===== src/rtl/mem_arbiter.sv =====
// mem_arbiter: shares one single-port synchronous memory between the fetch and data ports.
// Optional macro MEM_ARB_RR_EN selects round-robin on simultaneous requests instead of data-first.
module mem_arbiter #(
    parameter int unsigned LATENCY = 1
) (
    input  logic        clk,
    input  logic        rst,
    input  logic        iReq,
    input  logic [31:0] iAddr,
    output logic        iGnt,
    output logic        iRvalid,
    output logic [31:0] iRdata,
    input  logic        dReq,
    input  logic        dWen,
    input  logic [31:0] dAddr,
    input  logic [31:0] dWdata,
    output logic        dGnt,
    output logic        dRvalid,
    output logic [31:0] dRdata,
    output logic        memEn,
    output logic        memWen,
    output logic [31:0] memAddr,
    output logic [31:0] memWdata,
    input  logic [31:0] memRdata
);
    localparam int unsigned CNT_W  = 4;
    localparam int unsigned DATA_W = 32;

    typedef enum logic {
        IDLE = 1'b0,
        BUSY = 1'b1
    } state_t;

    state_t             state, state_n;
    logic [CNT_W-1:0]   cnt, cnt_n;
    logic               own, own_n;
    logic               last, last_n;
    logic               resp;
    logic               issue_win;
    logic               pick_d;

    // State register; own/last: 0 = fetch, 1 = data.
    always_ff @(posedge clk) begin
        if (rst) begin
            state <= IDLE;
            cnt   <= '0;
            own   <= 1'b0;
            last  <= 1'b0;
        end else begin
            state <= state_n;
            cnt   <= cnt_n;
            own   <= own_n;
            last  <= last_n;
        end
    end

    // Issue window is IDLE or the response cycle; everything is held at 0 while rst is high.
    always_comb begin
        state_n   = state;
        cnt_n     = cnt;
        own_n     = own;
        last_n    = last;
        iGnt      = 1'b0;
        dGnt      = 1'b0;
        iRvalid   = 1'b0;
        dRvalid   = 1'b0;
        memEn     = 1'b0;
        memWen    = 1'b0;
        memAddr   = '0;
        memWdata  = '0;
        resp      = !rst && (state == BUSY) && (cnt == '0);
        issue_win = !rst && ((state == IDLE) || (cnt == '0));
`ifdef MEM_ARB_RR_EN
        pick_d    = dReq && (!iReq || !last);
`else
        pick_d    = dReq;
`endif
        iRvalid   = resp && !own;
        dRvalid   = resp && own;

        if (issue_win && (iReq || dReq)) begin
            memEn    = 1'b1;
            dGnt     = pick_d;
            iGnt     = !pick_d;
            memAddr  = pick_d ? dAddr : iAddr;
            memWen   = pick_d && dWen;
            memWdata = (pick_d && dWen) ? dWdata : DATA_W'(0);
            state_n  = BUSY;
            cnt_n    = CNT_W'(LATENCY - 1);
            own_n    = pick_d;
            last_n   = pick_d;
        end else if (state == BUSY) begin
            if (cnt != '0) begin
                cnt_n = cnt - CNT_W'(1);
            end else begin
                state_n = IDLE;
            end
        end
    end

    assign iRdata = memRdata;
    assign dRdata = memRdata;

endmodule


===== config.mk =====
export PLATFORM = sky130hd
export DESIGN_NAME = mem_arbiter
export DESIGN_NICKNAME = d
export VERILOG_FILES = /design/src/rtl/mem_arbiter.sv
export SDC_FILE = /design/constraint.sdc
export NUM_CORES = 1
export LEC_CHECK = 0
export CAP_MARGIN = 0
export CORE_AREA = 2 2 104 106
export CTS_BUF_LIST = sky130_fd_sc_hd__clkbuf_16
export CTS_CLUSTER_DIAMETER = 30
export DETAILED_ROUTE_END_ITERATION = 16
export DIE_AREA = 0 0 106 108
export PLACE_DENSITY = 0.7
export SLEW_MARGIN = 20
export SYNTH_ARGS = -nofsm -noshare
export SYNTH_HDL_FRONTEND = slang
export SYNTH_SLANG_ARGS = --single-unit

===== constraint.sdc =====
create_clock -name clk -period 3.04 [get_ports clk]
set_input_delay 0.456 -clock clk [delete_from_list [all_inputs] [get_ports clk]]
set_output_delay 0.456 -clock clk [all_outputs]
set_load 0.05 [all_outputs]

**After elaboration in Yosys (flattened, before gate mapping)**

Cells that the tools add are included.

- Output and inout port bits: 134
- Logic and storage cells: 32
- Input port bits: 133
- Register bits: 6

- Mux-type cells: 11
- Bitwise logic cells: 1
- $add $sub $neg: 1
- Reductions and logical operators: 16

Operators with widths:

| cell | count |
|---|---|
| $mux 32 | 4 |
| $logic_and 1x1->1 | 7 |
| $mux 1 | 7 |
| $logic_not 4->1 | 1 |
| $reduce_bool 4->1 | 1 |
| $sub 4x1->4 const B | 1 |
| $logic_not 1->1 | 3 |
| $logic_or 1x1->1 | 2 |
| $reduce_and 2->1 | 1 |
| $reduce_or 2->1 | 1 |
| $not 1->1 | 1 |

**Depth between registers and ports, before layout**

Gate-level depths: netlist of run 1.

- Depth in word-level cells: 5
- Depth in mapped cells: 6
- Depth with buffers taken out: 5

**Worst setup path after synthesis of run 1**

Ideal clock, no wire load.

- Path kind: reg-to-output
- From: register cnt[0]
- To: output port memAddr[10]
- Slack: 760 ps
- Arrival: 1824 ps
- Data required time: 2584 ps
- Cell stages (with the launch flop): 7
- Path buffers: 1
- Cell sequence: dfxtp_1 inv_1 ha_1 nor3b_4 o21ai_2 buf_2 nor2_1

- Cells in the longest elaborated chain, start to end: 5

RTL lines:

| what | RTL line | source |
|---|---|---|
| start, declared | 35 | `logic [CNT_W-1:0] cnt, cnt_n;` |
| start signal, assigned | 51 | `cnt <= cnt_n;` |
| $logic_not 4->1 | 72 | `issue_win = !rst && ((state == IDLE) \|\| (cnt == '0));` |
| $logic_or 1x1->1 | 72 |  |
| $logic_and 1x1->1 | 72 |  |
| $logic_and 1x1->1 | 81 | `if (issue_win && (iReq \|\| dReq)) begin` |
| $mux 32 | 81 |  |
| end, declared | 22 | `output logic [31:0] memAddr,` |

Every way passes these cells.

**Final worst setup path of run 1**

- From: input port rst
- To: output port iRvalid

- Cells in the longest elaborated chain, start to end: 4

RTL lines:

| what | RTL line | source |
|---|---|---|
| start, declared | 7 | `input logic rst,` |
| $logic_not 1->1 | 71 | `resp = !rst && (state == BUSY) && (cnt == '0);` |
| $logic_and 1x1->1 (2 in series) | 71 |  |
| $logic_and 1x1->1 | 78 | `iRvalid = resp && !own;` |
| end, declared | 11 | `output logic iRvalid,` |

Every way passes these cells.

==> results of run 1 <==
[critical path, stage by stage]
cell	delay, ps
clkdlybuf4s50_1	530
nor3_1	180
nand3_1	120
nor2_1	110
clkdlybuf4s50_1	800
[placed cells by master, fill, tap and decap left out, drive strengths merged]
cell type      count
nor3               1
a21oi              4
inv                5
a31oi              2
a22oi             32
o21ai              2
dfxtp              6
nor3b              1
nand3              4
nor4               2
clkdlybuf4s50    101
o211a              1
clkbuf             3
ha                 1
o211ai             2
nand2              1
o311ai             1
nor2b              2
and2               1
buf               73
a31o               1
or3                1
nor2              36
and3              33
or3b               1
[cell usage after synthesis]
cell type / count / area [µm²]
buf_2: 6 / 30.0
buf_8: 1 / 15.0
o211a_4: 1 / 17.5
o211ai_1: 2 / 15.0
and3_2: 5 / 37.5
nand2_1: 1 / 3.75
or3_2: 1 / 7.51
a31o_2: 1 / 8.76
a21oi_1: 4 / 20.0
inv_1: 5 / 18.8
nor4_1: 2 / 12.5
buf_4: 65 / 488
nor3b_4: 1 / 18.8
nor2_1: 36 / 135
o21ai_0: 1 / 5.00
and3_1: 28 / 175
nor3_1: 1 / 5.00
a22oi_1: 32 / 240
a31oi_1: 2 / 12.5
nor2b_1: 2 / 12.5
ha_1: 1 / 12.5
o311ai_0: 1 / 8.76
or3b_2: 1 / 8.76
clkbuf_1: 7 / 26.3
and2_1: 1 / 6.26
nand3_1: 4 / 20.0
clkbuf_8: 1 / 13.8
o21ai_2: 1 / 8.76
buf_6: 2 / 22.5
dfxtp_1: 6 / 120
[layer usage]
layer	track usage [%]	vias to the layer above	wire (µm)
met3	4.16	30	942
met2	22.6	162	3760
met4	3.57	0	199
met5	0	-	0
met1	12.0	864	2520
li1	-	904	-
[stage by stage]
stage | util [%] | worst slack, ps | power [mW]
2_1_floorplan | - | 760 | 0.535
3_3_place_gp | 34.3 | 430 | 0.635
3_5_place_dp | 34.3 | 397 | 0.639
4_1_cts | 35.1 | 396 | 0.857
5_1_grt | 35.1 | 278 | 0.883
6_report | 35.1 | 384 | 0.850
[layout make-up]
class | count | area [µm²]
flip-flops and latches | 6 | 120
well taps | 136 | 170
fillers | 1021 | 6640
inverters | 5 | 18.8
clock buffers | 3 | 75.1
repair buffers | 174 | 2410
multi-input cells | 129 | 795
[where the power goes]
group,internal [mW],switching [mW]
registers,0.0813,0.00285
clock network,0.169,0.0454
logic,0.290,0.262
total,0.540,0.310
[cells by family (layout without fill, tap and decap cells)]
group	count (synthesis)	after routing	synth area share, %
and+or+nand+nor	83	83	29.0
AOI/OAI and AO/OA	45	45	22.0
buffers and inverters	87	182	40.2
adders and majority gates	1	1	0.820
DFF	6	6	7.87
[state kept, by name, indices dropped and copies added (netlist names)]
name	count
cnt	4
state	1
own	1
[how the worst max path moves through the flow]
stage / startpoint / to / slack (ps) / cells past startpoint
after floorplan: cnt[0] / memAddr[10] / 760 / 6
after global placement: rst / iRvalid / 430 / 5
after detailed placement: rst / iRvalid / 400 / 5
after CTS: rst / iRvalid / 400 / 5
after global routing: rst / iRvalid / 280 / 5
final: rst / iRvalid / 380 / 5
==> run metrics, run 1 <==
hold path cells 1; DRC 0; TritonCTS Sinks 6; Yosys warnings 0; routed vias/inst 4.33; Cells after Synth 222; post-DR wirelength/cell 16.4 µm; register area share after synthesis 7.87%; core area 10200 µm²; endpoints failing setup 0; Worst-Skew Late Latency 230 ps; DRT antenna net count 0; worst hold margin 524 ps; 1st-iter DRT viols 166; Max Fanout on Critical Path 7; post-CTS resize count 0; Synth Net Count 356; Hold Crit Start own; Die Wd 106 µm; Least-Margin Pin Slew 485 ps; worst reg2reg path depth 5; First-pass DRT Iterations 5; nets@finish 453; initial antenna violation count 0; CTS Hold Bufs 0; Critical Path Sink Type primary output; final std cells w/o fill 453; number of global-route vias before repair 2083; Distinct cells, synth 30; I/O Buffers 170; fin crit share 87.4%; setup TNS 0 ps; first-pass GRT wire length 10.9 mm; die area 11400 µm²; # Post-CTS Setup Buffers 0; clock tree from TritonCTS built; RSZ-0062 raised after global routing no; Synth Register Bits 6; total track usage 11.8%; critical path class in2out; Post-Layout Inst Area 3590 µm²; vias 1960; Core Rows 37; Slew HR 67.6%; Leak 1.48 nW; Required @ worst endpoint 2580 ps; diodes inserted 0; Starting Density 14.9%; I/O pin total 267; flop-to-flop setup slack 1420 ps; area of the mapped netlist 1530 µm²; placed cells 450; Final Max Slew Viols 0; Peak Freq 0.377 GHz; clk root buf clkbuf_16; Fin. Hold Viols 0; GR Overflow Total 0; maximum number of pins on one net before global-route repair 36; DP HPWL 6.29 mm; reg2reg end own; WHS Endpoint own; Power Dens Cells 237 nW/µm²; Num CTS Buffers 3; VDD IR max 142 µV; Routed Wire Length 7.42 mm; min Tclk post-route 2660 ps; GPL Wtd Cong 0.683; share of cells above drive strength 1 27.8%; chip height 108 µm; Hold Path Class reg2reg; CTS Buffer Depth 2; maxcap violations 0; clock slew seen by the registers of the worst setup and hold paths 40 ps; Critical R2R Launch cnt[0]; Post-Syn Area per Cell 6.88 µm²; Arr. time, crit path 2200 ps; Clock Skew 4.47 ps; crit path launch type input pin; H-tree depth 1; status finished clean; P&R area growth vs syn 135%; Area after DPL 3510 µm²
Power figures use the tool's default switching activity.
==> run 2, diff against run 1 <==
ABC_CLOCK_PERIOD_IN_PS = 3040   (was not set)
CTS_BUF_LIST = not set   (was sky130_fd_sc_hd__clkbuf_16)
==> run 2 against run 1 <==
  * Final cell count unchanged
  * Largest cell class unchanged
  * Non-clock buffer count did not move
  * Routed wire length barely moved
  * Combinational power is essentially flat
  * Largest power group unchanged
==> run metrics, run 2 (synthesis results as in run 1) <==
clk root buf clkbuf_8; initial antenna violation count 0 (unchanged); post-DR wirelength/cell 16.4 µm (about the same); CTS Buffer Depth 2 (unchanged); core area 10200 µm² (unchanged); setup TNS 0 ps (unchanged); 1st-iter DRT viols 172 (+3.6%); Starting Density 14.9% (unchanged); Die Wd 106 µm (unchanged); CTS Hold Bufs 0 (unchanged); Critical Path Sink Type primary output; highest routed layer met4; RSZ-0062 raised after global routing no; sw frac 39.7% (+3.2 points); critical path class in2out; Power, Total 0.757 mW (-11%); die area 11400 µm² (unchanged); I/O pin total 267 (unchanged); crit path launch type input pin; Final Max Slew Viols 0 (unchanged); I/O Buffers 170 (unchanged); nets@finish 453 (unchanged); Clock Skew 6.22 ps (+1.75 ps); maximum number of pins on one net before global-route repair 36 (unchanged); Num CTS Buffers 3 (unchanged); endpoints failing setup 0 (unchanged); most frequent cells in the layout clkdlybuf4s50_1, buf_12, nor2_1; GR Overflow Total 0 (unchanged); Biggest register cnt; TritonCTS Sinks 6 (unchanged); Least-Margin Pin Slew 485 ps (-0.000358 ps); First-pass DRT Iterations 5 (unchanged); Cell Chain, Critical Path clkdlybuf4s50_1, nor3_1, nand3_1, nor2_1, clkdlybuf4s50_1; min Tclk post-route 2650 ps (-10.6 ps); Arr. time, crit path 2190 ps (about the same); Fin. Hold Viols 0 (unchanged); Comb pwr share 72.9% (+8.0 points); internal power 0.456 mW (-16%); Top Registers cnt: 4 flops, own: 1 flops, state: 1 flops; Routed Wire Length 7.42 mm (about the same); vias 1965 (+0.26%); diodes inserted 0 (unchanged); maxcap violations 0 (unchanged); routed vias/inst 4.34 (+0.26%); crit-path max cell delay 800 ps (about the same); status finished clean; WL met3 959 µm (+1.8%); Peak Freq 0.378 GHz (+0.40%); H-tree depth 1 (unchanged); clock slew seen by the registers of the worst setup and hold paths 40 ps (about the same); Required @ worst endpoint 2580 ps (about the same); Power Dens Cells 213 nW/µm² (-10%); # Post-CTS Setup Buffers 0 (unchanged); Hold Path Class reg2reg; fin crit share 87.0% (-0.35 points); Leak 1.46 nW (-1.0%); DP HPWL 6.29 mm (unchanged); VDD IR max 97.8 µV (-31%); number of global-route vias before repair 2083 (unchanged); Core Rows 37 (unchanged); Slew HR 67.6% (unchanged); number of flip-flops under the largest register name 4 (unchanged); routed length on met1 2.49 mm (-0.95%); commonest non-fill, non-tap cell in the layout clkdlybuf4s50_1; share of cells above drive strength 1 27.8% (unchanged); Flop pwr share 11.1% (+1.2 points); GPL Wtd Cong 0.683 (unchanged); first-pass GRT wire length 10.9 mm (unchanged); chip height 108 µm (unchanged); Clk pwr share 16.0% (-9.2 points); Max Fanout on Critical Path 7 (unchanged); total track usage 11.8% (unchanged); met2 wire length 3.79 mm (+0.64%); sw power 0.301 mW (-3.1%); most used cell, CP clkdlybuf4s50_1; Worst-Skew Late Latency 230 ps (about the same); post-CTS resize count 0 (unchanged); Slowest cell on crit path clkdlybuf4s50_1; P&R area growth vs syn 133%; clock tree from TritonCTS built; DRT antenna net count 0 (unchanged); DRC 0 (unchanged)
[run 2: cell types whose count changed in the layout (fill, tap and decap cells not counted)]
cell and change:
clkbuf_16 -3, clkbuf_8 +3
[run 2: metal layers]
metal	vias up	GRT usage, %
met5	-	0
met4	0	3.57
met3	24	4.16
met2	165	22.6
met1	870	12.0
li1	906	-
[run 2: stage by stage]
stage / worst slack, ps / cells / cell area (µm²) / util [%] / hold WS, ps
final: 395 / 453 / 3550 / 34.7 / 525
after global placement: 430 / 450 / 3510 / 34.3 / 506
after global routing: 278 / 453 / 3550 / 34.7 / 546
after CTS: 396 / 453 / 3550 / 34.7 / 523
after detailed placement: 397 / 450 / 3510 / 34.3 / 513
after floorplan: 760 / 222 / 1530 / - / 482
[run 2: power by group through the flow]
| stage | combinational (mW) | clock, mW | sequential [mW] |
|---|---|---|---|
| 2_1_floorplan | 0.452 | 0 | 0.0831 |
| 3_3_place_gp | 0.550 | 0 | 0.0848 |
| 3_5_place_dp | 0.554 | 0 | 0.0851 |
| 4_1_cts | 0.556 | 0.125 | 0.0838 |
| 5_1_grt | 0.576 | 0.129 | 0.0843 |
| 6_report | 0.552 | 0.121 | 0.0840 |
[run 2: area by class of cell]
cell class | count | area [µm²]
fillers | 1025 | 6680
repair buffers | 174 | 2410
multi-input cells | 129 | 795
well taps | 136 | 170
flip-flops and latches | 6 | 120
clock buffers | 3 | 41.3
inverters | 5 | 18.8
[run 2: worst max-delay path: cells and delay by family]
kind,cells,cell delay (ps)
buf+inv,2,1330
simple gates,3,400
[run 2: worst paths after layout]
path	from	slack, ps	cells past startpoint	endpoint
max reg2reg	cnt[0]	1430	5	own
min	own	520	1	own
min reg2reg	own	520	1	own
max	rst	390	5	iRvalid
==> run 3, diff against run 2 <==
ABC_AREA = 1   (was not set)
CORE_AREA = 2 2 102 104   (was 2 2 104 106)
DIE_AREA = 0 0 104 106   (was 0 0 106 108)
PLACE_DENSITY = 0.74   (was 0.7)
==> run 3 against run 2 <==
  * Utilization is 2.7 points higher
  * Flip-flop and latch count stayed put
  * Synthesized area is 12% higher
  * Non-clock buffer count is 1 higher
  * Critical path type unchanged
  * Highest routed layer unchanged
==> run metrics, run 3 <==
First-pass DRT Iterations 4 (-1); min Tclk post-route 2620 ps (-29.5 ps); TritonCTS Sinks 6 (unchanged); DRT antenna net count 0 (unchanged); Peak Freq 0.382 GHz (+1.1%); leading cell type by number of instances after synthesis nand2_1; Required @ worst endpoint 2580 ps (about the same); Die Wd 104 µm (-1.9%); routed vias/inst 4.24 (-2.3%); Num CTS Buffers 3 (unchanged); Commonest cells post-synth nand2_1, buf_4, nand3_1, a21oi_1, nor2_2; highest routed layer met4; Post-Layout Inst Area 3740 µm² (+5.2%); fin crit share 86.0% (-0.97 points); clk root buf clkbuf_8; endpoints failing setup 0 (unchanged); Critical Path Sink Type primary output; Slew HR 66.7% (-0.90 points); setup TNS 0 ps (unchanged); initial antenna violation count 0 (unchanged); placed cells 527 (+17%); final std cells w/o fill 530 (+17%); GPL Wtd Cong 0.744 (+9.0%); nets@finish 530 (+17%); Post-Syn Area per Cell 5.66 µm² (-18%); most frequent cells in the layout clkdlybuf4s50_1, nand2_1, buf_12; Final Max Slew Viols 0 (unchanged); commonest non-fill, non-tap cell in the layout clkdlybuf4s50_1; met2 wire length 3.46 mm (-8.7%); core area 10000 µm² (-2.3%); VDD IR max 86.4 µV (-12%); die area 11000 µm² (-3.7%); Least-Margin Pin Slew 499 ps (+13.5 ps); Power Dens Cells 201 nW/µm² (-5.5%); I/O pin total 267 (unchanged); clock slew seen by the registers of the worst setup and hold paths 40 ps (about the same); H-tree depth 1 (unchanged); DP HPWL 5.91 mm (-6.0%); clock tree from TritonCTS built; chip height 106 µm (-1.9%); Routed Wire Length 6.90 mm (-6.9%); routed length on met1 2.44 mm (-2.0%); Starting Density 17.0% (+2.1 points); Synth area leaders buf_4, nand2_1, nand3_1; maxcap violations 0 (unchanged); Area after DPL 3700 µm² (+5.3%); first-pass GRT wire length 10.4 mm (-4.6%); Yosys warnings 0 (unchanged); Synth Register Bits 6 (unchanged); Power, Total 0.753 mW (-0.51%); CTS Buffer Depth 2 (unchanged); Leak 1.51 nW (+3.5%); post-DR wirelength/cell 13.0 µm (-20%); post-CTS resize count 0 (unchanged); status finished clean; vias 2247 (+14%); Cells after Synth 301 (+36%); top-area cell type share of the netlist area 28.2% (-3.8 points); Hold Path Class reg2reg; Synth Net Count 435 (+22%); register area share after synthesis 7.05% (-0.82 points); Max Fanout on Critical Path 3 (-4); crit path launch type input pin; Arr. time, crit path 2160 ps (-30 ps); diodes inserted 0 (unchanged); critical path class in2out; Top Registers cnt: 4 flops, own: 1 flops, state: 1 flops; Biggest register cnt; number of global-route vias before repair 2036 (-2.3%); 1st-iter DRT viols 70 (-59%); I/O Buffers 170 (unchanged); area of the mapped netlist 1700 µm² (+12%); Worst-Skew Late Latency 220 ps (about the same); Core Rows 37 (unchanged); # Post-CTS Setup Buffers 0 (unchanged); RSZ-0062 raised after global routing no; share of cells above drive strength 1 27.7% (-0.095 points); Clock Skew 3.63 ps (-2.59 ps); DRC 0 (unchanged); GR Overflow Total 0 (unchanged); number of flip-flops under the largest register name 4 (unchanged); WL met3 868 µm (-9.5%); top_reg_cell synth dfxtp_1; Fin. Hold Viols 0 (unchanged); leading area contributor after synthesis buf_4; EDFF count, synth 0 (unchanged); Distinct cells, synth 20 (-33%); maximum number of pins on one net before global-route repair 46 (+28%); CTS Hold Bufs 0 (unchanged); total track usage 11.6% (-0.24 points); P&R area growth vs syn 120%; FFs w/ async S/R, synth 0% (unchanged)
==> run 3: changes by cell type after synthesis, sizes merged, moves of 2 or more <==
cell / before / now
a21oi: 4 / 34
nand2: 1 / 83
o211ai: 2 / 0
buf: 74 / 76
nor4: 2 / 0
inv: 5 / 14
nand3: 4 / 36
a31oi: 2 / 0
nor2b: 2 / 0
and3: 33 / 0
a22oi: 32 / 0
==> run 3: cells by family after synthesis <==
| group | count (synthesis) | synth area share [%] |
|---|---|---|
| AO/OA/AOI/OAI | 36 | 10.8 |
| adder cells (fa/ha/maj) | 1 | 0.734 |
| buffers and inverters | 99 | 38.3 |
| flip-flops | 6 | 7.05 |
| AND/OR/NAND/NOR | 159 | 43.2 |
==> run 3: critical path: stages <==
cell             delay [ps]
clkdlybuf4s50_1         460
inv_1                   170
nand3b_1                150
nor2_1                  110
clkdlybuf4s50_1         810
==> run 3: final timing paths <==
path,from,to,slack [ps],cells after the start
min reg2reg,own,own,470,2
max,rst,dRvalid,420,5
min,own,own,470,2
max reg2reg,cnt[0],state,1600,6
==> run 3: stage by stage <==
step / hold slack, ps / setup slack [ps] / utilization, %
floorplan: 439 / 756 / -
global placement: 469 / 452 / 37.0
detailed placement: 466 / 425 / 37.0
CTS: 473 / 427 / 37.4
global route: 492 / 262 / 37.4
finish: 473 / 424 / 37.4
==> run 3: cell type report <==
type | instances | area [µm²]
multi-input combinational | 196 | 940
sequential | 6 | 120
tap | 136 | 170
inverter | 14 | 52.6
clock buffer | 3 | 41.3
fill | 1023 | 6260
timing repair buffer | 175 | 2420
==> run 3: metal layers <==
layer	global-route usage (%)	vias up
li1	-	1068
met3	5.58	15
met2	20.6	173
met1	12.1	991
met5	0	-
met4	3.57	0
==> run 3: power breakdown <==
part	internal, mW	total (mW)	switching [mW]
registers	0.0808	0.0826	0.00179
logic	0.281	0.550	0.269
clock network	0.0851	0.120	0.0347
